--- config.mk ---
export PLATFORM = sky130hd
export DESIGN_NAME = conv_sched
export DESIGN_NICKNAME = d
export VERILOG_FILES = /design/src/rtl/conv_pkg.sv /design/src/rtl/conv_sched_fifo.sv /design/src/rtl/conv_sched.sv
export SDC_FILE = /design/constraint.sdc
export NUM_CORES = 1
export LEC_CHECK = 0
export BUFFER_PORTS_ARGS = -buffer_cell sky130_fd_sc_hd__buf_2
export CAP_MARGIN = 40
export CORE_AREA = 8 8 141 143
export CTS_CLUSTER_SIZE = 8
export DETAILED_ROUTE_END_ITERATION = 10
export DIE_AREA = 0 0 149 151
export PLACE_DENSITY = 0.79
export SLEW_MARGIN = 15
export SYNTH_ARGS = -nofsm -noshare
export SYNTH_HDL_FRONTEND = slang
export SYNTH_HIERARCHICAL = 1
export SYNTH_SLANG_ARGS = --single-unit
--- constraint.sdc ---
create_clock -name clk -period 3.6 [get_ports clk]
set_input_delay 0.36 -clock clk [delete_from_list [all_inputs] [get_ports clk]]
set_output_delay 0.36 -clock clk [all_outputs]
set_load 0.005 [all_outputs]
--- src/rtl/conv_pkg.sv ---
// Shared definitions for the convolution scheduler: FSM states, default job
// sizes and the engine word-type tags.
package conv_pkg;

  localparam int IN_WORDS_DEF   = 289;
  localparam int W_WORDS_DEF    = 36;
  localparam int OUT_WORDS_DEF  = 256;
  localparam int FIFO_DEPTH_DEF = 4;

  localparam logic D_TYPE_INPUT  = 1'b0;
  localparam logic D_TYPE_WEIGHT = 1'b1;

  typedef enum logic [5:0] {
    IDLE  = 6'b000001,
    START = 6'b000010,
    LOAD  = 6'b000100,
    RUN   = 6'b001000,
    DRAIN = 6'b010000,
    DONE  = 6'b100000
  } state_t;

endpackage

--- src/rtl/conv_sched_fifo.sv ---
// Small synchronous FIFO for engine results: count-based full/empty, flush,
// and a one-cycle overflow strobe when a push is dropped.
module conv_sched_fifo #(
  parameter int DEPTH = 4,
  parameter int WIDTH = 32
) (
  input  logic             clk,
  input  logic             rst_n,
  input  logic             flush,
  input  logic             push,
  input  logic [WIDTH-1:0] push_data,
  input  logic             pop,
  output logic [WIDTH-1:0] head,
  output logic             empty,
  output logic             ovf
);

  localparam int AW = $clog2(DEPTH);

  logic [WIDTH-1:0] mem [DEPTH];
  logic [AW-1:0]    wr_ptr;
  logic [AW-1:0]    rd_ptr;
  logic [AW:0]      count;
  logic             full;
  logic             do_push;
  logic             do_pop;

  assign empty   = (count == '0);
  assign full    = (count == (AW+1)'(DEPTH));
  assign do_pop  = pop && !empty;
  // A pop in the same cycle frees the slot, so a push into a full FIFO is kept.
  assign do_push = push && (!full || do_pop);
  assign ovf     = push && full && !do_pop;
  assign head    = mem[rd_ptr];

  always_ff @(posedge clk or negedge rst_n) begin
    if (!rst_n) begin
      wr_ptr <= '0;
      rd_ptr <= '0;
      count  <= '0;
      // NOTE: storage is reset only because it is tiny and the head drives a
      // port that must read 0 after reset; larger memories are left unreset.
      for (int i = 0; i < DEPTH; i++) mem[i] <= '0;
    end else if (flush) begin
      wr_ptr <= '0;
      rd_ptr <= '0;
      count  <= '0;
    end else begin
      if (do_push) begin
        mem[wr_ptr] <= push_data;
        wr_ptr      <= wr_ptr + 1'b1;
      end
      if (do_pop) rd_ptr <= rd_ptr + 1'b1;
      count <= count + (AW+1)'(do_push) - (AW+1)'(do_pop);
    end
  end

endmodule

--- src/rtl/conv_sched.sv ---
// Job sequencer for the 3x3 conv engine: merges input/weight streams into the
// engine load port with round-robin arbitration, then buffers results.
module conv_sched
  import conv_pkg::*;
#(
  parameter int IN_WORDS   = IN_WORDS_DEF,
  parameter int W_WORDS    = W_WORDS_DEF,
  parameter int OUT_WORDS  = OUT_WORDS_DEF,
  parameter int FIFO_DEPTH = FIFO_DEPTH_DEF
) (
  input  logic        clk,
  input  logic        rst_n,
  input  logic        cmd_start,
  output logic        cmd_busy,
  output logic        cmd_done,
  output logic        err_ovf,
  input  logic [31:0] in_data,
  input  logic        in_valid,
  output logic        in_ready,
  input  logic [31:0] w_data,
  input  logic        w_valid,
  output logic        w_ready,
  output logic        eng_start,
  output logic [31:0] eng_i_data,
  output logic        eng_i_valid,
  output logic        eng_d_type,
  input  logic [31:0] eng_o_data,
  input  logic        eng_o_valid,
  input  logic        eng_finish,
  output logic [31:0] out_data,
  output logic        out_valid,
  input  logic        out_ready
);

  localparam logic [8:0] IN_LIM  = 9'(IN_WORDS);
  localparam logic [5:0] W_LIM   = 6'(W_WORDS);
  localparam logic [8:0] OUT_LIM = 9'(OUT_WORDS);

  state_t     state, state_d;
  logic [8:0] in_cnt, in_cnt_d;
  logic [5:0] w_cnt, w_cnt_d;
  logic [8:0] out_cnt;
  logic       fin_seen;
  logic       last_w;
  logic       start_acc;
  logic       in_elig, w_elig;
  logic       grant_in, grant_w;
  logic       push, pop;
  logic       fifo_empty, fifo_ovf;

  assign start_acc = (state == IDLE) && cmd_start;
  assign in_elig   = in_valid && (in_cnt < IN_LIM);
  assign w_elig    = w_valid && (w_cnt < W_LIM);

  always_comb begin
    // NOTE: every output of a combinational block gets a default first so no
    // path leaves it unassigned, which would infer a latch.
    grant_in = 1'b0;
    grant_w  = 1'b0;
    if (state == LOAD) begin
      if (in_elig && w_elig) begin
        grant_in = last_w;
        grant_w  = !last_w;
      end else begin
        grant_in = in_elig;
        grant_w  = w_elig;
      end
    end
  end

  assign in_ready  = grant_in;
  assign w_ready   = grant_w;
  assign in_cnt_d  = in_cnt + 9'(grant_in);
  assign w_cnt_d   = w_cnt + 6'(grant_w);
  assign cmd_busy  = (state != IDLE);
  assign push      = eng_o_valid && (state inside {RUN, DRAIN});
  assign out_valid = !fifo_empty;
  assign pop       = out_valid && out_ready;

  always_comb begin
    state_d = state;
    unique case (state)
      IDLE:    if (cmd_start) state_d = START;
      START:   state_d = LOAD;
      // Leave as soon as the final word is taken, so LOAD costs no idle cycle.
      LOAD:    if (in_cnt_d == IN_LIM && w_cnt_d == W_LIM) state_d = RUN;
      RUN:     if (eng_o_valid && out_cnt == OUT_LIM - 9'd1) state_d = DRAIN;
      DRAIN:   if (fifo_empty && fin_seen) state_d = DONE;
      DONE:    state_d = IDLE;
      default: state_d = IDLE;
    endcase
  end

  always_ff @(posedge clk or negedge rst_n) begin
    if (!rst_n) begin
      state       <= IDLE;
      in_cnt      <= '0;
      w_cnt       <= '0;
      out_cnt     <= '0;
      fin_seen    <= 1'b0;
      err_ovf     <= 1'b0;
      last_w      <= 1'b1;
      eng_start   <= 1'b0;
      eng_i_data  <= '0;
      eng_i_valid <= 1'b0;
      eng_d_type  <= 1'b0;
      cmd_done    <= 1'b0;
    end else begin
      // NOTE: sequential state uses non-blocking assignments so every register
      // samples pre-edge values regardless of statement order.
      state       <= state_d;
      eng_start   <= (state_d == START);
      cmd_done    <= (state_d == DONE);
      eng_i_valid <= grant_in || grant_w;
      if (grant_in || grant_w) begin
        eng_i_data <= grant_w ? w_data : in_data;
        eng_d_type <= grant_w ? D_TYPE_WEIGHT : D_TYPE_INPUT;
        last_w     <= grant_w;
      end
      if (start_acc) begin
        in_cnt   <= '0;
        w_cnt    <= '0;
        out_cnt  <= '0;
        fin_seen <= 1'b0;
        err_ovf  <= 1'b0;
        last_w   <= 1'b1;
      end else begin
        in_cnt <= in_cnt_d;
        w_cnt  <= w_cnt_d;
        if (state == RUN && eng_o_valid) out_cnt <= out_cnt + 9'd1;
        if (eng_finish && (state inside {LOAD, RUN, DRAIN})) fin_seen <= 1'b1;
        if (fifo_ovf) err_ovf <= 1'b1;
      end
    end
  end

  conv_sched_fifo #(
    .DEPTH(FIFO_DEPTH),
    .WIDTH(32)
  ) u_fifo (
    .clk      (clk),
    .rst_n    (rst_n),
    .flush    (start_acc),
    .push     (push),
    .push_data(eng_o_data),
    .pop      (pop),
    .head     (out_data),
    .empty    (fifo_empty),
    .ovf      (fifo_ovf)
  );

endmodule
# After elaboration in Yosys (flattened, before gate mapping)
# Index checks and enable logic that the tools add are counted.
dict set report word_totals {
  output_inout_bits 73
  in_bits 104
  regBits 204
}
dict set report classes {
  muxes 32
  n_lt_le_gt_ge 5
  bitwise 3
  add_sub_neg 7
  eq_ne 12
  n_reduce_logical 32
}
# cell n
set ops {}
lappend ops {{bitwise mux 128 bit} 1}
lappend ops {{2-to-1 mux 32 bit} 4}
lappend ops {{binary-select mux 32 bit (select 2 bit)} 1}
lappend ops {{demux 32 bit (select 2 bit)} 1}
lappend ops {{2-to-1 mux 6 bit} 5}
lappend ops {{case mux 6 bit (5 select lines)} 1}
lappend ops {{2-to-1 mux 9 bit} 3}
lappend ops {{logical AND 1 bit} 16}
lappend ops {{nonzero test 2 bit} 7}
lappend ops {{equality test 6 x 2 -> 1 bit (second input constant)} 2}
lappend ops {{equality test 6 bit (second input constant)} 2}
lappend ops {{2-to-1 mux 1 bit} 11}
lappend ops {{adder 9 x 1 -> 9 bit} 1}
lappend ops {{adder 9 x 1 -> 9 bit (second input constant)} 1}
lappend ops {{equality test 9 x 8 -> 1 bit (second input constant)} 1}
lappend ops {{equality test 9 bit (second input constant)} 1}
lappend ops {{less-than comparator 9 bit (second input constant)} 1}
lappend ops {{2-to-1 mux 2 bit} 4}
lappend ops {{adder 6 x 1 -> 6 bit} 1}
lappend ops {{equality test 6 x 1 -> 1 bit (second input constant)} 1}
lappend ops {{equality test 6 x 3 -> 1 bit (second input constant)} 1}
lappend ops {{equality test 6 x 4 -> 1 bit (second input constant)} 1}
lappend ops {{equality test 6 x 5 -> 1 bit (second input constant)} 1}
lappend ops {{>= comparator 3 bit (second input constant)} 2}
lappend ops {{15 further kinds} 21}

# Longest topological paths before layout
# Gate-level depths: netlist of run 1.
dict set report logic_depth {
  depth_word 11
  depth_mapped 14
}

# Modules after synthesis
# The synthesis of run 1 kept the hierarchy.
# module seq_area_each_um2 cells_each n_inst area_per_inst_um2
set modules_own_cells {}
lappend modules_own_cells {conv_sched_fifo 3378.2 359 1 6362.4}
lappend modules_own_cells {conv_sched 1729.2 313 1 3355.7}

# Worst setup path before layout of run 1
# Ideal clock, no wire load.
dict set report synth_timing {
  path_type {register to register}
  startpoint {reg in_cnt[7]}
  endpoint {reg state[2]}
  arrival_time_ns 2.984
  stages_incl_launch_ff 15
  setup_slack_ns 0.483
  setup_ns 0.133
  required_time_ns 3.467
  path_cell_list {dfrtp_1 > buf_6 > or4_4 > o221ai_2 > a311o_1 > buf_6 > inv_6 > buf_6 > ha_1 > ha_1 > nor4bb_1 > mux2_2 > o32ai_1 > nor4_1 > o21ai_0}
}
dict set report synth_between {
  elab_chain_cells 10
}
# element line_no
set synth_rtl {}
lappend synth_rtl {{start: declaration} conv_sched.sv:40} ;# logic [8:0] in_cnt, in_cnt_d;
lappend synth_rtl {{start signal: assignment} conv_sched.sv:128} ;# in_cnt <= in_cnt_d;
lappend synth_rtl {{less-than comparator 9 bit} conv_sched.sv:52} ;# assign in_elig = in_valid && (in_cnt < IN_LIM);
lappend synth_rtl {{logical AND 1 bit} conv_sched.sv:52}
lappend synth_rtl {{logical AND 1 bit} conv_sched.sv:61} ;# if (in_elig && w_elig) begin
lappend synth_rtl {{2-to-1 mux 1 bit} conv_sched.sv:61}
lappend synth_rtl {{2-to-1 mux 1 bit} conv_sched.sv:60} ;# if (state == LOAD) begin
lappend synth_rtl {{via w_ready} conv_sched.sv:22} ;# output logic w_ready,
lappend synth_rtl {{adder 6 x 1 -> 6 bit} conv_sched.sv:74} ;# assign w_cnt_d = w_cnt + 6'(grant_w);
lappend synth_rtl {{equality test 6 bit} conv_sched.sv:86} ;# LOAD: if (in_cnt_d == IN_LIM && w_cnt_d == W_LIM) state_d = RUN;
lappend synth_rtl {{logical AND 1 bit} conv_sched.sv:86}
lappend synth_rtl {{2-to-1 mux 6 bit} conv_sched.sv:86}
lappend synth_rtl {{case mux 6 bit (5 select lines)} conv_sched.sv:82} ;# unique case (state)
lappend synth_rtl {{via state_d[2]} conv_sched.sv:39} ;# state_t state, state_d;
lappend synth_rtl {{end signal: assignment} conv_sched.sv:111} ;# state <= state_d;
lappend synth_rtl {{end: declaration} conv_sched.sv:39}
# The timed path passes the listed nets, and every way through them passes these cells.
# A chain may end at the register's enable or synchronous reset.

# Worst setup path in the final report of run 1
dict set report layout_timing {
  startpoint {reg in_cnt[7]}
  endpoint {reg state[2]}
}
dict set report layout_between {
  elab_chain_cells 10
}
# element line_no
set layout_rtl {}
lappend layout_rtl {{less-than comparator 9 bit} conv_sched.sv:52}
lappend layout_rtl {{logical AND 1 bit} conv_sched.sv:52}
lappend layout_rtl {{logical AND 1 bit} conv_sched.sv:61}
lappend layout_rtl {{2-to-1 mux 1 bit} conv_sched.sv:61}
lappend layout_rtl {{2-to-1 mux 1 bit} conv_sched.sv:60}
lappend layout_rtl {{adder 9 x 1 -> 9 bit or adder 6 x 1 -> 6 bit (tied branches)} {conv_sched.sv:73, conv_sched.sv:74}}
lappend layout_rtl {{equality test 9 bit or equality test 6 bit (tied branches)} conv_sched.sv:86}
lappend layout_rtl {{logical AND 1 bit *} conv_sched.sv:86}
lappend layout_rtl {{2-to-1 mux 6 bit *} conv_sched.sv:86}
lappend layout_rtl {{case mux 6 bit (5 select lines) *} conv_sched.sv:82}
lappend layout_rtl {{via state_d[2]} conv_sched.sv:39}
# The timed path passes the listed nets; every way through them passes the cells marked *.

==> metrics.md, run 1 <==
| Metric | Value |
|---|---|
| Setup violations, final | 0 |
| Slew HR | 53.0% |
| Clk slew on worst S/H paths | 0.05 ns |
| Hold Crit Class | in2reg |
| Status | finished, final reports clean |
| Routed Antenna Nets | 0 |
| Worst EP required | 3.99 ns |
| F_max | 0.315 GHz |
| Worst path slowest cell | or4_4 |
| Mapped Area | 9720 um^2 |
| Antenna violations before repair | 2 |
| Worst-path cell chain | or4_4 > o221ai_2 > a311o_1 > inv_6 > ha_1 > ha_1 > nor4bb_1 > mux2_2 > o32ai_1 > nor4_1 > o21ai_0 |
| Top FF cell, synth | dfrtp_1 |
| Final nets | 978 |
| Clock Path Buffers | 3 |
| H-tree depth | 1 |
| Pre-Repair DR Iteration Count | 4 |
| Largest net degree at the start of global routing | 88 |
| HPWL after detailed placement | 14,600 um |
| IO buf count | 176 |
| Sink Count | 204 |
| Slew Limit Fails | 0 |
| Hold Fails Final Rpt | 0 |
| Vias post-DR | 6,153 |
| VDD IR max | 0.456 mV |
| Core outline area | 17,700 um^2 |
| Layout Skew | 0.0224 ns |
| Critical path arrival | 3.56 ns |
| Final setup TNS | 0 ns |
| Commonest non-fill, non-tap cells in the layout | dfrtp_1, buf_2, mux2_4 |
| GRT Resource Usage Total | 19.7% |
| Syn Nets | 789 |
| Vias in the first global route | 6,921 |
| Post-synthesis register bit count | 204 |
| Setup CP Type | reg2reg |
| Synth top area share | 52.0% |
| Worst-margin pin slew | 0.704 ns |
| Post-CTS Setup Inserts | 0 |
| Share of cells above drive strength 1 | 46.8% |
| CP Launch Type | flop |
| # fillers | 1,258 |
| Initial Utilization | 55.0% |
| Residual DRC count | 0 |
| Die height | 151 um |
| Gpl congestion | 0.802 |
| Register area share after synthesis | 52.6% |
| Final core utilization | 66.1% |
| Synth top area cells | dfrtp_1, mux2_4, mux4_2 |
| Area grow syn2layout | 20.1% |
| Max_cap viols | 0 |
| Post-synth EDFFs | 0 |
| Cell mode on critical path | ha_1 |
| GRT overflow | 0 |
| # IOs | 177 |
| Most common cell after layout, fill and taps aside | dfrtp_1 |
| Vias/cell | 5.59 |
| Fin crit share | 88.2% |
| Min cycle time layout | 3.17 ns |
| Crit Path Max Fanout | 9 |
| Leading area contributor after synthesis | dfrtp_1 |
| Synth warnings | 6 |
| Mapped Avg Cell Area | 14.5 um^2 |
| Die width | 149 um |
| CTS tree | done |
| Clk Latency, worst-skew pair | 0.53 ns |
| Leak | 5.97 nW |
| Crit-path max cell delay | 0.57 ns |
| TritonCTS Buffers | 29 |
| Asr flop ratio synth | 100% |
| Ant diodes | 0 |
| Detailed Route Iter0 Violations | 335 |
| CTS Root Cell | clkbuf_16 |
| CP Capture Type | flop |
| RSZ-0062 raised after global routing | no |
| Wire length per cell | 19.4 um |
| Post-Syn Instances | 672 |
| First-pass GRT wire length | 35,700 um |
| Power per cell area | 509 nW/um^2 |
| Post-Route WL | 21,300 um |
| Die area | 22,500 um^2 |
| # rows | 49 |
| Count of cell types in the netlist | 58 |
## where the power goes
part / switching, mW / internal, mW / total, mW
clock network: 0.913 / 1.52 / 2.43
logic: 0.445 / 0.416 / 0.861
registers: 0.136 / 2.52 / 2.65
## metal layers
metal  share of wire (%)  global-route usage [%]  vias up
li1                    -                       -     2822
met4                 2.2                    5.86        4
met1                  44                    25.8     3089
met3                 7.3                    5.89       42
met2                  46                    31.1      196
met5                0.11                       0        -
## registers in the layout, summed over array words and instances, names as in the netlist
register and cells:
u_fifo/count 3, eng_start 1, eng_i_valid 1, last_w 1, eng_i_data 32, u_fifo/wr_ptr 2, u_fifo/rd_ptr 2, out_cnt 9
in_cnt 9, u_fifo/mem 128, state 6, fin_seen 1, err_ovf 1, eng_d_type 1, w_cnt 6, cmd_done 1
## Yosys cell counts (14+ instances only)
cell / instances
mux4_2: 32
a21o_1: 24
nand2_1: 22
mux2_2: 38
nor2_1: 38
mux2_4: 90
inv_1: 14
buf_2: 15
a22o_1: 25
dfrtp_1: 202
buf_6: 15
## worst max-delay path: cells and delay by family, from the launching register on
| family | cells | cell delay, ns |
|---|---|---|
| adder cells (fa/ha/maj) | 2 | 0.43 |
| AND/OR/NAND/NOR | 3 | 1.20 |
| multiplexers | 1 | 0.19 |
| buffers and inverters | 1 | 0.04 |
| AO/OA/AOI/OAI | 4 | 0.71 |
| flip-flops | 1 | 0.48 |
## worst paths after layout
| path | startpoint | to | slack, ns | cells after the start |
|---|---|---|---|---|
| hold / removal | w_data[25] | eng_i_data[25] | 0.09 | 3 |
| setup / recovery | in_cnt[7] | state[2] | 0.43 | 11 |
| hold reg to reg | eng_i_data[19] | eng_i_data[19] | 0.47 | 1 |
| max in group asynchronous | rst_n | last_w | 2.18 | 3 |
| setup reg to reg | in_cnt[7] | state[2] | 0.43 | 11 |
| min in group asynchronous | rst_n | u_fifo/mem[100] | 0.43 | 2 |
## metrics by stage
step / setup WS, ns / power, mW / std cells / hold WS [ns] / area, um^2
2_1_floorplan: 0.483 / 3.09 / 672 / 0.0644 / 9720
3_3_place_gp: 0.466 / 3.53 / 1057 / 0.446 / 10800
3_5_place_dp: 0.396 / 3.56 / 1058 / 0.443 / 10900
4_1_cts: 0.383 / 6.04 / 1101 / 0.0670 / 11700
5_1_grt: 0.144 / 6.25 / 1101 / 0.0954 / 11700
6_report: 0.426 / 5.94 / 1101 / 0.0922 / 11700
## kinds of logic (layout without fill, tap and decap cells)
kind of cell,count (synthesis),count (layout),synth area share [%]
compound gates,89,89,6.81
xor+xnor,17,17,1.53
fa+ha+maj,13,13,1.75
buf+inv,56,256,3.60
flops,204,204,52.6
mux,168,168,26.6
simple gates,125,125,7.17
## area by class of cell
cell class / instances / area, um^2 / share of cell area [%]
inverter: 16 / 65.1 / 0.558
sequential: 204 / 5110 / 43.8
tap: 229 / 287 / 2.46
timing repair buffer: 198 / 1080 / 9.23
multi-input combinational: 412 / 4330 / 37.1
clock inverter: 2 / 38.8 / 0.332
clock buffer: 40 / 767 / 6.57
## what timing repair did
item	4_1_cts	5_1_grt
hold endpoints to repair	79	0
gates resized for setup	0	0
hold buffers	1	0
setup endpoints to repair	0	0
No activity file was read; power rests on OpenSTA's default activity.
==> run 2: changes to the inputs <==
==> constraint.sdc (replaced) <==
create_clock -name clk -period 3.6 [get_ports clk]
set_input_delay 0.36 -clock clk [delete_from_list [all_inputs] [get_ports clk]]
set_output_delay 0.36 -clock clk [all_outputs]
set_load 0.05 [all_outputs]
==> metrics.md, run 2 (synthesis results as in run 1) <==
| Metric | Value |
|---|---|
| Status | finished, final reports clean |
| Worst EP required | 4.00 ns (about the same) |
| Vias/cell | 5.57 (-0.31%) |
| Ant diodes | 0 (unchanged) |
| Final nets | 977 (-0.10%) |
| Final Cell Area | 11,700 um^2 (about the same) |
| Layout Skew | 0.0109 ns (-0.0116 ns) |
| Pre-Repair DR Iteration Count | 4 (unchanged) |
| First-pass GRT wire length | 35,600 um (-0.19%) |
| Internal power | 4.45 mW (about the same) |
| F_max | 0.316 GHz (+0.14%) |
| Clk Latency, worst-skew pair | 0.53 ns (about the same) |
| Antenna violations before repair | 3 (+1) |
| Core outline area | 17,700 um^2 (unchanged) |
| Wire length per cell | 19.6 um (+0.89%) |
| # fillers | 1,256 (-0.16%) |
| Post-Route WL | 21,500 um (+0.70%) |
| VDD IR max | 0.608 mV (+33%) |
| Clock share of power | 37.0% (-3.9 points) |
| Clk slew on worst S/H paths | 0.05 ns (about the same) |
| Final core utilization | 66.1% (about the same) |
| Most common cell after layout, fill and taps aside | dfrtp_1 |
| Worst-margin pin slew | 0.719 ns (+0.0142 ns) |
| Hold Crit Class | in2reg |
| CP Launch Type | flop |
| Routed Antenna Nets | 0 (unchanged) |
| Area grow syn2layout | 20.1% (about the same) |
| Net Sw Frac | 32.2% (+7.1 points) |
| GRT overflow | 0 (unchanged) |
| Gpl congestion | 0.803 (+0.17%) |
| H-tree depth | 1 (unchanged) |
| Largest register by flop count | u_fifo/mem |
| Min cycle time layout | 3.17 ns (-0.00453 ns) |
| Critical path arrival | 3.57 ns (about the same) |
| Top Registers | u_fifo/mem (128), eng_i_data (32) |
| Combinational Power Share | 22.7% (+8.2 points) |
| Total power | 6.57 mW (+10%) |
| Flop pwr share | 40.4% (-4.2 points) |
| Clock Path Buffers | 3 (unchanged) |
| Setup ws final | 0.431 ns (+0.00453 ns) |
| Vias in the first global route | 6,801 (-1.7%) |
| TritonCTS Buffers | 29 (unchanged) |
| CTS Root Cell | clkbuf_16 |
| Die area | 22,500 um^2 (unchanged) |
| Setup violations, final | 0 (unchanged) |
| # rows | 49 (unchanged) |
| Share of cells above drive strength 1 | 46.8% (about the same) |
| Initial Utilization | 55.0% (unchanged) |
| Dpl cells | 1,057 (-0.095%) |
| RSZ-0062 raised after global routing | no |
| CP Capture Type | flop |
| Dpl ws | 0.399 ns (+0.00249 ns) |
| Max reg flops | 128 (unchanged) |
| Placed Area | 10,900 um^2 (about the same) |
| Largest net degree at the start of global routing | 88 (unchanged) |
| Commonest non-fill, non-tap cells in the layout | dfrtp_1, buf_2, mux2_4 |
| Final setup TNS | 0 ns (unchanged) |
| Slew HR | 52.1% (-0.95 points) |
| Power per cell area | 563 nW/um^2 (+10%) |
| CTS tree | done |
| # IOs | 177 (unchanged) |
| Fin crit share | 88.0% (-0.13 points) |
| Register area | 5110 um^2 (unchanged) |
| Hold WS | 0.0884 ns (-0.00377 ns) |
| Crit Path Max Fanout | 9 (unchanged) |
| Sink Count | 204 (unchanged) |
| GRT Resource Usage Total | 19.6% (-0.094 points) |
| Detailed Route Iter0 Violations | 210 (-37%) |
| Hold Fails Final Rpt | 0 (unchanged) |
| Max_cap viols | 0 (unchanged) |
| Die height | 151 um (unchanged) |
| Vias post-DR | 6,123 (-0.49%) |
| Post-CTS Setup Inserts | 0 (unchanged) |
| Die width | 149 um (unchanged) |
| P_sw | 2.12 mW (+42%) |
| Multi-input combinational cell area | 4330 um^2 (unchanged) |
| Slew Limit Fails | 0 (unchanged) |
| HPWL after detailed placement | 14,500 um (-0.55%) |
| Setup CP Type | reg2reg |
| IO buf count | 176 (unchanged) |
| Leak | 5.97 nW (about the same) |
| Final std cells w/o fill | 1,099 (-0.18%) |
| Residual DRC count | 0 (unchanged) |
==> run 2: changes by cell type in the layout (fill, tap and decap cells not counted), sizes merged <==
cell    previous run  this run
buf              196       195
clkbuf            41        40
==> run 2: repair_timing <==
item                                   CTS  global route
endpoints found under the hold margin   79             0
hold buffers                             1             0
resized for setup                        0             0
==> run 2: worst paths after layout <==
kind,start,to,slack (ns),cells past startpoint
max,in_cnt[7],state[2],0.43,11
max reg2reg,in_cnt[7],state[2],0.43,11
min reg2reg,eng_i_data[24],eng_i_data[24],0.47,1
min in group asynchronous,rst_n,u_fifo/mem[70],0.44,2
max in group asynchronous,rst_n,state[0],2.18,3
min,w_data[4],eng_i_data[4],0.09,3
==> run 2: worst max-delay path: stages, from the launching register on <==
cell      delay (ns)
dfrtp_1         0.47
or4_4           0.57
o221ai_2        0.21
a311o_1         0.31
inv_6           0.03
ha_1            0.20
ha_1            0.24
nor4bb_1        0.25
mux2_2          0.19
o32ai_1         0.07
nor4_1          0.38
o21ai_0         0.12
==> run 2: routing by layer <==
layer | GRT usage, % | part of all wire (%) | vias to the layer above
li1 | - | - | 2818
met1 | 25.4 | 45 | 3065
met2 | 31.8 | 47 | 194
met3 | 5.89 | 6.9 | 40
met4 | 4.75 | 1.7 | 6
met5 | 0 | 0.16 | -
==> run 2: layout make-up <==
cell class / instances / area share (%)
clock buffer: 39 / 6.54
clock inverter: 2 / 0.332
inverter: 16 / 0.557
multi-input combinational: 412 / 37.1
sequential: 204 / 43.8
tap: 229 / 2.45
timing repair buffer: 197 / 9.27
==> run 2: power by group through the flow <==
stage               combinational (mW)  sequential, mW  clock, mW
global route                      1.60            2.68       2.59
finish                            1.49            2.65       2.43
global placement                  1.49            2.67          0
floorplan                        0.457            3.25          0
CTS                               1.51            2.65       2.49
detailed placement                1.51            2.67          0
